### config.mk
export PLATFORM = sky130hd
export DESIGN_NAME = avst_tx_arbiter
export DESIGN_NICKNAME = d
export VERILOG_FILES = /design/src/rtl/avst_tx_arbiter.sv
export SDC_FILE = /design/constraint.sdc
export NUM_CORES = 1
export LEC_CHECK = 0
export BUFFER_PORTS_ARGS = -buffer_cell sky130_fd_sc_hd__buf_2
export CORE_MARGIN = 3
export CORE_UTILIZATION = 35
export CTS_CLUSTER_SIZE = 40
export DETAILED_ROUTE_END_ITERATION = 8
export HOLD_SLACK_MARGIN = 0.06
export PLACE_DENSITY_LB_ADDON = 0.05
export SLEW_MARGIN = 10
export SYNTH_ARGS = -nofsm -noshare
export SYNTH_HDL_FRONTEND = slang
export SYNTH_SLANG_ARGS = --single-unit
export TNS_END_PERCENT = 1
### constraint.sdc
create_clock -name sys_clk -period 3 [get_ports sys_clk]
set_clock_uncertainty 0.05 [all_clocks]
set_input_delay 0.3 -clock sys_clk [delete_from_list [all_inputs] [get_ports sys_clk]]
set_output_delay 0.3 -clock sys_clk [all_outputs]
set_load 0.05 [all_outputs]
### src/rtl/avst_tx_arbiter.sv
// Packet-level round-robin arbiter sharing one Avalon-ST transmit port between two packet sources.
// Define TX_ARB_WATCHDOG_EN to compile in the owner-stall watchdog (ABORT/DRAIN recovery).
module avst_tx_arbiter #(
  parameter int DATA_W  = 32,
  parameter int EMPTY_W = 2,
  parameter int TIMEOUT = 1024
) (
  input  logic               sys_clk,
  input  logic               core_reset_n,
  input  logic [DATA_W-1:0]  s0_data,
  input  logic               s0_valid,
  input  logic               s0_sop,
  input  logic               s0_eop,
  input  logic [EMPTY_W-1:0] s0_empty,
  output logic               s0_ready,
  input  logic [DATA_W-1:0]  s1_data,
  input  logic               s1_valid,
  input  logic               s1_sop,
  input  logic               s1_eop,
  input  logic [EMPTY_W-1:0] s1_empty,
  output logic               s1_ready,
  output logic [DATA_W-1:0]  m_data,
  output logic               m_valid,
  output logic               m_sop,
  output logic               m_eop,
  output logic [EMPTY_W-1:0] m_empty,
  output logic               m_error,
  input  logic               m_ready,
  output logic [1:0]         grant,
  output logic               err_sop,
  output logic               err_timeout
);

  typedef enum logic [2:0] {
    IDLE   = 3'd0,
    GRANT0 = 3'd1,
    GRANT1 = 3'd2
`ifdef TX_ARB_WATCHDOG_EN
    ,
    ABORT  = 3'd3,
    DRAIN  = 3'd4
`endif
  } state_t;

  // One-hot winner among requesters; p names the preferred source.
  function automatic logic [1:0] pick(input logic r0, input logic r1, input logic p);
    logic [1:0] w;
    if (p == 1'b0) begin
      w = r0 ? 2'b01 : (r1 ? 2'b10 : 2'b00);
    end else begin
      w = r1 ? 2'b10 : (r0 ? 2'b01 : 2'b00);
    end
    return w;
  endfunction

  function automatic state_t grant_state(input logic [1:0] w);
    state_t s;
    case (w)
      2'b01:   s = GRANT0;
      2'b10:   s = GRANT1;
      default: s = IDLE;
    endcase
    return s;
  endfunction

  state_t     state;
  logic       ptr;
  logic       own_valid;
  logic       own_eop;
  logic       own_xfer;
  logic       req0;
  logic       req1;
  logic       orphan0;
  logic       orphan1;
  logic       arb_ptr;
  logic [1:0] win;

`ifdef TX_ARB_WATCHDOG_EN
  localparam int CNT_W = $clog2(TIMEOUT) + 1;
  logic [CNT_W-1:0] wd_cnt;
`else
  // A negative timeout is meaningless, so this folds to a constant 0.
  assign err_timeout = (TIMEOUT < 0);
`endif

  // Owner-side handshake decode and arbitration; on eop the pointer is already flipped to the other source.
  always_comb begin
    own_valid = grant[1] ? s1_valid : s0_valid;
    own_eop   = grant[1] ? s1_eop   : s0_eop;
    own_xfer  = own_valid & m_ready;
    req0      = s0_valid & s0_sop;
    req1      = s1_valid & s1_sop;
    orphan0   = s0_valid & ~s0_sop;
    orphan1   = s1_valid & ~s1_sop;
    arb_ptr   = (state == IDLE) ? ptr : grant[0];
    win       = pick(req0, req1, arb_ptr);
  end

  // Arbiter state machine, round-robin pointer, grant and sticky error flags.
  always_ff @(posedge sys_clk or negedge core_reset_n) begin
    if (!core_reset_n) begin
      state   <= IDLE;
      ptr     <= 1'b0;
      grant   <= 2'b00;
      err_sop <= 1'b0;
`ifdef TX_ARB_WATCHDOG_EN
      wd_cnt      <= '0;
      err_timeout <= 1'b0;
`endif
    end else begin
      case (state)
        IDLE: begin
          err_sop <= err_sop | orphan0 | orphan1;
          grant   <= win;
          state   <= grant_state(win);
        end
        GRANT0, GRANT1: begin
          if (own_xfer && own_eop) begin
            ptr   <= grant[0];
            grant <= win;
            state <= grant_state(win);
          end
`ifdef TX_ARB_WATCHDOG_EN
          if (own_xfer) begin
            wd_cnt <= '0;
          end else if (wd_cnt == CNT_W'(TIMEOUT - 1)) begin
            wd_cnt      <= '0;
            err_timeout <= 1'b1;
            state       <= ABORT;
          end else if (!own_valid) begin
            wd_cnt <= wd_cnt + CNT_W'(1);
          end
`endif
        end
`ifdef TX_ARB_WATCHDOG_EN
        ABORT: begin
          if (m_ready) begin
            state <= DRAIN;
          end
        end
        DRAIN: begin
          // Owner keeps the grant while its stale packet is swallowed up to eop.
          if (own_valid && own_eop) begin
            ptr   <= grant[0];
            grant <= 2'b00;
            state <= IDLE;
          end
        end
`endif
        default: begin
          grant <= 2'b00;
          state <= IDLE;
        end
      endcase
    end
  end

  // Output mux and source backpressure; readies are forced low while reset is held.
  always_comb begin
    m_data   = '0;
    m_valid  = 1'b0;
    m_sop    = 1'b0;
    m_eop    = 1'b0;
    m_empty  = '0;
    m_error  = 1'b0;
    s0_ready = 1'b0;
    s1_ready = 1'b0;
    case (state)
      IDLE: begin
        s0_ready = orphan0;
        s1_ready = orphan1;
      end
      GRANT0: begin
        m_data   = s0_data;
        m_valid  = s0_valid;
        m_sop    = s0_sop;
        m_eop    = s0_eop;
        m_empty  = s0_empty;
        s0_ready = m_ready;
      end
      GRANT1: begin
        m_data   = s1_data;
        m_valid  = s1_valid;
        m_sop    = s1_sop;
        m_eop    = s1_eop;
        m_empty  = s1_empty;
        s1_ready = m_ready;
      end
`ifdef TX_ARB_WATCHDOG_EN
      ABORT: begin
        m_valid = 1'b1;
        m_eop   = 1'b1;
        m_error = 1'b1;
      end
      DRAIN: begin
        s0_ready = grant[0];
        s1_ready = grant[1];
      end
`endif
      default: begin
        m_valid = 1'b0;
      end
    endcase
    s0_ready = s0_ready & core_reset_n;
    s1_ready = s1_ready & core_reset_n;
  end

endmodule

[Word level (Yosys, flattened, before mapping)]
Index checks and enable logic that the tools add are counted.
Operators by class
  equal/unequal tests: 5
  reduce and logical (&&, ||, !) cells: 4
  bitwise operators: 11
  multiplexer cells: 20
Operators by type and width (count)
  32-bit one-hot mux with 2 select lines: 1
  2-bit one-hot mux with 2 select lines: 3
  2-bit two-way mux: 5
  1-bit one-hot mux with 2 select lines: 5
  1-bit bitwise AND: 7
  3-bit one-hot mux with 2 select lines: 1
  1-bit two-way mux: 4
  3-bit by 1-bit equality test with 1-bit output, second input constant: 1
  3-bit by 2-bit equality test with 1-bit output, second input constant: 1
  3-bit zero test: 1
  3-bit two-way mux: 1
  2-bit by 1-bit equality test with 1-bit output, second input constant: 1
  2-bit equality test, second input constant: 1
  2-bit != test, second input constant: 1
  1-bit NOT: 2
  1-bit bitwise OR: 2
  2-bit AND reduction: 1
  2-bit OR reduction: 1
  1-bit logical AND: 1
Word-level totals
  output and inout port bits: 44
  register bits after elaboration: 7
  input bits: 77
  logic and storage cells: 44

[Longest topological paths before layout]
Gate-level depths: netlist of the first run.
  depth after elaboration: 8
  depth in mapped cells: 6
  depth with buffers taken out: 5

[Worst setup path before layout of the first run]
Ideal clock, no wire load.
  kind: register -> output
  start point: register state[1]
  end point: output port m_data[24]
  path slack: 0.770 ns
  arrival time: 1.880 ns
  cell stages (with the launch flop): 7
  required time: 2.650 ns
  path through: dfrtp_1 > inv_1 > ha_1 > buf_2 > buf_1 > a22oi_1 > nor2b_1
On the way
  word-level cells in the longest chain between the ends: 2
  elaborated cells between the ends (all ways): 3
  classes of those cells: eq/ne (2); mux (1)
RTL lines
  start: declaration: line 66  | state_t state;
  start signal: assignment: line 115  | state <= grant_state(win);
  start signal: assignment: line 121  | state <= grant_state(win);
  3-bit by 2-bit equality test with 1-bit output / 3-bit by 1-bit equality test with 1-bit output (equally long branches): line 168  | case (state)
  32-bit one-hot mux with 2 select lines *: line 168
  end: declaration: line 22  | output logic [DATA_W-1:0] m_data,
Mark *: on every way between the ends. The rest lies on a longest branch, timed or not.

[Final worst setup path of the first run]
  start point: register state[0]
  end point: output port m_data[2]
Same word-level chain as after synthesis.

==> results of run 1 <==
==> report_power, final <==
part	total, W	leakage (nW)	internal (W)	switching [W]
clock network	0.0000749	0.0138	0.0000453	0.0000296
logic	0.00168	0.767	0.000548	0.00113
registers	0.000140	0.0742	0.000114	0.0000261
total	0.00189	0.855	0.000707	0.00119
==> flip-flops by register name, summed over array words and instances (netlist names) <==
signal / flops
grant: 2
err_sop: 1
state: 2
ptr: 1
==> logic make-up after synthesis <==
| family | share of synthesized area (%) |
|---|---|
| flops | 15.54 |
| simple gates | 29.66 |
| other cells | 0.3882 |
| fa+ha+maj | 5.182 |
| buf+inv | 8.808 |
| compound gates | 33.55 |
| mux | 6.865 |
==> area by class of cell <==
class,count,area (sq um)
inverter,5,18.77
tap,30,37.54
timing repair buffer,123,630.6
multi-input combinational,101,734.5
fill,243,950.9
sequential,6,150.1
clock buffer,3,22.52
==> synth_stat cells <==
master,number,area share (%)
nor2b_1,41,27
a22oi_1,39,30
dfrtp_1,6,16
clkbuf_1,5,1.9
inv_1,5,1.9
buf_2,4,2.1
ha_1,4,5.2
mux2i_1,4,4.1
buf_1,2,0.78
buf_4,2,1.6
a21boi_0,1,0.78
a311o_1,1,1.0
clkbuf_2,1,0.52
conb_1,1,0.39
mux2_2,1,1.2
mux2_4,1,1.6
nand2_1,1,0.39
nand2b_1,1,0.65
nand3_1,1,0.52
nand4_1,1,0.65
nand4b_1,1,0.91
o2111ai_1,1,0.91
o21ai_0,1,0.52
==> worst min-delay path by stage <==
stage          depth (start not counted)    startpoint       end  slack (ns)
2_1_floorplan                          0  core_reset_n   err_sop       -0.05
3_3_place_gp                           1  core_reset_n       ptr        0.08
3_5_place_dp                           1  core_reset_n  grant[1]        0.09
4_1_cts                                3      s1_valid  state[1]        0.34
5_1_grt                                3      s1_valid  state[1]        0.36
6_report                               3      s1_valid  state[1]        0.34
==> layer usage <==
metal / part of all wire [%] / vias to the layer above
met5: 0 / -
met4: 2.0 / 0
met3: 12 / 10
met2: 49 / 77
met1: 37 / 593
li1: - / 678
==> critical path: stages (launching register included) <==
cell and delay [ns]:
dfrtp_1 0.37, inv_1 0.09, ha_1 0.86, nor2b_1 0.22, buf_2 0.27
==> metrics by stage <==
stage               total power, W  cells
finish                    0.001892    268
global route              0.002047    268
CTS                       0.001908    268
detailed placement        0.001828    264
global placement          0.001798    264
floorplan                 0.001485    126
==> impl_metrics.py, run 1 <==
metrics = {
    "cts": {
        "root_buffer": "clkbuf_4",
        "cts.path.max_buffers": 2,
        "cts_buffers": 3,
        "holdBufCountCts": 1,
        "cts-resized-gates": 0,
        "cts_sinks": 6,
        "cts_tree": "yes",
        "post_cts_buffers": 0,
        "cts.htree.levels": 1,
        "clkTransAtPathRegs_ns": 0.05,
        "clock_latency_ns": 0.25,
    },
    "grt": {
        "grt_pass1_vias": 1293,
        "met1_usage_pct": 22.58,
        "overflow": 0,
        "antenna_found_initial": 0,
        "grt_use_met2_pct": 36.68,
        "grt_use_met3_pct": 6.798,
        "grt_first_pass_wirelength_um": 5602,
        "gr-usage-all-layers_pct": 20.54,
        "grt_max_degree": 40,
        "busiest_layer": "met2",
    },
    "route": {
        "ant_nets": 0,
        "wire_per_inst_um": 13.17,
        "drtIter0Drc": 127,
        "firstDrtPassIters": 4,
        "vias": 1358,
        "routed_wl_um": 3529,
        "drc": 0,
        "via_per_inst": 5.067,
    },
    "cells_and_area": {
        "finish.utilization_pct": 62.64,
        "final_nets": 321,
        "final_common_cell": "buf_2",
        "drive_gt1_share_pct": 53.36,
        "fin_area_sq_mm": 0.001594,
        "most-common-layout-cells": "buf_2, nor2b_1, a22oi_1",
        "antenna_cells": 0,
        "area_growth_pct": 65.03,
    },
    "placed_design": {
        "postPlaceCellArea_sq_mm": 0.001562,
        "io_buffers": 118,
        "post-dp-hpwl_um": 2831,
        "dp_slack_ns": 0.8044,
        "place_congestion": 0.8029,
    },
    "yosys": {
        "syn_inst": 125,
        "synth.cell_area_sq_um": 965.9,
        "ys_seq_elements": 6,
        "yosys_warnings": 0,
        "syn_avg_cell_area_sq_um": 7.727,
        "seq_area_frac_synth_pct": 15.54,
        "yosysUniqueCellTypes": 23,
    },
    "sta": {
        "max_freq_mhz": 410.9,
        "worst_slack_ns": 0.5665,
        "hold_violations": 0,
        "post-route-period-util_pct": 81.12,
        "maxSlewViolCount": 0,
        "setup_violations": 0,
        "slew_headroom_pct": 42.59,
        "post-route-min-period_ns": 2.433,
        "hold_slack_ns": 0.3445,
        "tns_ns": 0,
        "rsz0062_at_grt": "false",
        "worstMarginPinSlew_ns": 0.8611,
    },
    "floorplanning": {
        "die_h_um": 58.54,
        "start_util_pct": 37.95,
        "row_count": 18,
        "io-pin-count": 121,
        "dieArea_sq_mm": 0.003426,
        "die_w_um": 58.54,
        "coreArea_sq_mm": 0.002545,
    },
    "critical_path": {
        "cp-start-kind": "flop",
        "ff2ff_setup_slack_ns": 0.86,
        "critPathMaxFanout": 39,
        "r2r-end": "grant[0]",
        "worstRegToRegCells": 4,
        "startpoint": "state[0]",
        "r2r-start": "state[0]",
        "crit_path_end": "m_data[2]",
        "critPathCaptureType": "primary output",
        "critPathKind": "flop to primary output",
        "arrival_ns": 2.08,
        "worstPathRequired_ns": 2.65,
    },
    "job": {
        "maxCapViolCount": 0,
    },
    "power_and_ir_drop": {
        "p_leak_nw": 0.8545,
        "pwr_density_cell_mw_per_mm2": 1187,
        "peakVddDrop_v": 0.001008,
    },
    "status": {
        "status": "finished, final reports clean",
    },
    "min_path": {
        "hold_path.class": "input port to flop",
    },
}
No activity file was read; power rests on OpenSTA's default activity.
==> run 2: changes to the inputs <==
ABC_AREA = 1   (was not set)
CORE_UTILIZATION = 31   (was 35)
clock period = 2.14 ns   (was 3 ns; I/O delays follow)
==> run 2 against run 1 <==
Effect of this change:
- core utilization fell by 12 points
- critical path depth rose by 2
- setup slack got worse by 0.39 ns
- die area rose by 26%
- final cell count rose by 28%
- sequential power rose by 45%
- critical endpoint is now m_data[7]
- largest power group unchanged
==> impl_metrics.py, run 2 <==
metrics = {
    "status": {
        "status": "finished, final reports clean",
    },
    "sta": {
        "maxSlewViolCount": 0,
        "hold_violations": 0,
        "tns_ns": 0,
        "post-route-period-util_pct": 91.57,
        "rsz0062_at_grt": "false",
        "setup_violations": 0,
        "max_freq_mhz": 510.3,
        "post-route-min-period_ns": 1.960,
    },
    "route": {
        "drtIter0Drc": 53,
        "vias": 1494,
        "drc": 0,
        "firstDrtPassIters": 4,
        "via_per_inst": 4.356,
        "wire_per_inst_um": 11.49,
        "routed_wl_um": 3940,
        "ant_nets": 0,
    },
    "cts": {
        "cts.path.max_buffers": 2,
        "cts_tree": "yes",
        "clock_latency_ns": 0.24,
        "post_cts_buffers": 0,
        "cts_buffers": 3,
        "root_buffer": "clkbuf_4",
        "cts.htree.levels": 1,
        "cts_sinks": 6,
        "clkTransAtPathRegs_ns": 0.05,
    },
    "yosys": {
        "seq_area_frac_synth_pct": 13.61,
        "synthArstFlopShare_pct": 100.0,
        "ys.flop_type": "dfrtp_1",
        "syn_inst": 183,
        "synth_edf_count": 0,
        "synth_top_area_share_pct": 27.21,
        "synth_area_leaders": "nand2_1, a21oi_2, dfrtp_1",
        "synth_commonest_cells": "nand2_1, a21oi_1, a21oi_2",
        "ys_seq_elements": 6,
        "synth_top_area_cell": "nand2_1",
        "yosysMostFrequentCell": "nand2_1",
        "syn_avg_cell_area_sq_um": 6.030,
        "yosys_warnings": 0,
        "yosysUniqueCellTypes": 18,
        "synth.cell_area_sq_mm": 0.001104,
    },
    "power_and_ir_drop": {
        "pwr_density_cell_mw_per_mm2": 1501,
        "p_sw_w": 0.001818,
        "clock_power_share_pct": 4.1,
        "peakVddDrop_v": 0.0008281,
        "power.share.switching_pct": 70.57,
        "combPwrFrac_pct": 88.0,
        "p_leak_nw": 0.9232,
        "p_int_w": 0.0007584,
        "seq_power_share_pct": 7.9,
    },
    "min_path": {
        "hold_path.class": "input port to flop",
    },
    "floorplanning": {
        "row_count": 21,
        "die_w_um": 65.67,
        "dieArea_sq_mm": 0.004312,
        "die_h_um": 65.67,
        "start_util_pct": 32.56,
        "coreArea_sq_mm": 0.003390,
        "io-pin-count": 121,
    },
    "critical_path": {
        "critPathCaptureType": "primary output",
        "critPathMaxFanout": 21,
        "crit_path_top_delay_cell": "dfrtp_1",
        "worstPathRequired_ns": 1.88,
        "slowest_delay_ns": 0.42,
        "critPathKind": "flop to primary output",
        "cp-start-kind": "flop",
        "arrival_ns": 1.70,
        "worstPathCellList": "inv_1 -> ha_1 -> buf_4 -> nand2_1 -> a21oi_2 -> buf_2",
    },
    "grt": {
        "overflow": 0,
        "gr-usage-all-layers_pct": 16.91,
        "grt_pass1_vias": 1356,
        "antenna_found_initial": 0,
        "grt_max_degree": 38,
        "grt_first_pass_wirelength_um": 6030,
    },
    "cells_and_area": {
        "area_growth_pct": 55.56,
        "most-common-layout-cells": "buf_2, nand2_1, a21oi_2, a21oi_1, nand2_2",
        "antenna_cells": 0,
        "drive_gt1_share_pct": 54.55,
        "largest_registers": "grant x2, state x2",
        "final_nets": 380,
        "finish.utilization_pct": 50.65,
        "fin_cells": 343,
        "final_common_cell": "buf_2",
    },
    "placed_design": {
        "dp.cells": 339,
        "place_congestion": 0.7568,
        "io_buffers": 118,
        "post-dp-hpwl_um": 3101,
    },
    "job": {
        "maxCapViolCount": 0,
    },
}
## run 2: cell count changes after synthesis, moves of 7 or more
cell / previous run / this run
a22oi_1: 39 / 0
nand2_2: 0 / 13
nand3_1: 1 / 8
a21oi_2: 0 / 20
nor2b_1: 41 / 0
buf_4: 2 / 9
a21oi_1: 0 / 20
nand2_1: 1 / 80
## run 2: routing by layer
layer / GRT usage [%] / routed length [um]
met2: 31.79 / 1938
met3: 2.222 / 342
met1: 20.58 / 1659
met5: 0 / 0
met4: 2.332 / 0
## run 2: kinds of logic after synthesis
family	count (synthesis)	synth area share [%]
AOI/OAI and AO/OA	40	24.94
adders and majority gates	4	4.535
buffers and inverters	24	13.72
DFF	6	13.61
other	1	0.3398
and+or+nand+nor	108	42.86
## run 2: final timing paths
path / slack, ns / end / cells after the start / start
setup / recovery: 0.18 / m_data[7] / 6 / state[1]
hold / removal: 0.25 / ptr / 3 / m_ready
setup reg to reg: 0.77 / ptr / 6 / state[1]
hold reg to reg: 0.43 / err_sop / 1 / err_sop
max in group asynchronous: 1.59 / grant[0] / 2 / core_reset_n
min in group asynchronous: 0.29 / err_sop / 2 / core_reset_n
## run 2: repair_timing
action	CTS	global route
hold endpoints to repair	6	0
endpoints found under the setup margin	0	12
hold buffers	1	0
resized for setup	0	1
## run 2: critical path: cells and delay by family, from the launching register on
kind / cells / cell delay [ns]
DFF: 1 / 0.42
AOI/OAI and AO/OA: 1 / 0.14
buffers and inverters: 3 / 0.62
and+or+nand+nor: 1 / 0.11
adders and majority gates: 1 / 0.16
## run 2: power by group through the flow
| stage | Sequential, W | Combinational, W | Clock (W) |
|---|---|---|---|
| 6_report | 0.000203 | 0.00227 | 0.000107 |
| 5_1_grt | 0.000213 | 0.00245 | 0.000116 |
| 4_1_cts | 0.000205 | 0.00228 | 0.000111 |
| 2_1_floorplan | 0.000257 | 0.00186 | 0 |
| 3_3_place_gp | 0.000203 | 0.00228 | 0 |
| 3_5_place_dp | 0.000208 | 0.00227 | 0 |
## run 2: metrics by stage
| stage | setup slack [ns] | instance area [sq um] | hold WS [ns] | total power [W] |
|---|---|---|---|---|
| 6_report | 0.1804 | 1717 | 0.2518 | 0.002577 |
| 5_1_grt | 0.02703 | 1717 | 0.2757 | 0.002779 |
| 4_1_cts | 0.09654 | 1714 | 0.2422 | 0.002595 |
| 3_5_place_dp | 0.3602 | 1682 | 0.004019 | 0.002482 |
| 3_3_place_gp | 0.3876 | 1682 | 0.002346 | 0.002483 |
| 2_1_floorplan | 0.07290 | 1107 | -0.1316 | 0.002120 |
## run 2: area by class of cell
cell class,instances,area [sq um]
inverters,10,42.54
well taps,46,57.56
fillers,360,1673
repair buffers,124,638.1
flip-flops and latches,6,150.1
clock buffers,3,22.52
multi-input cells,154,805.8
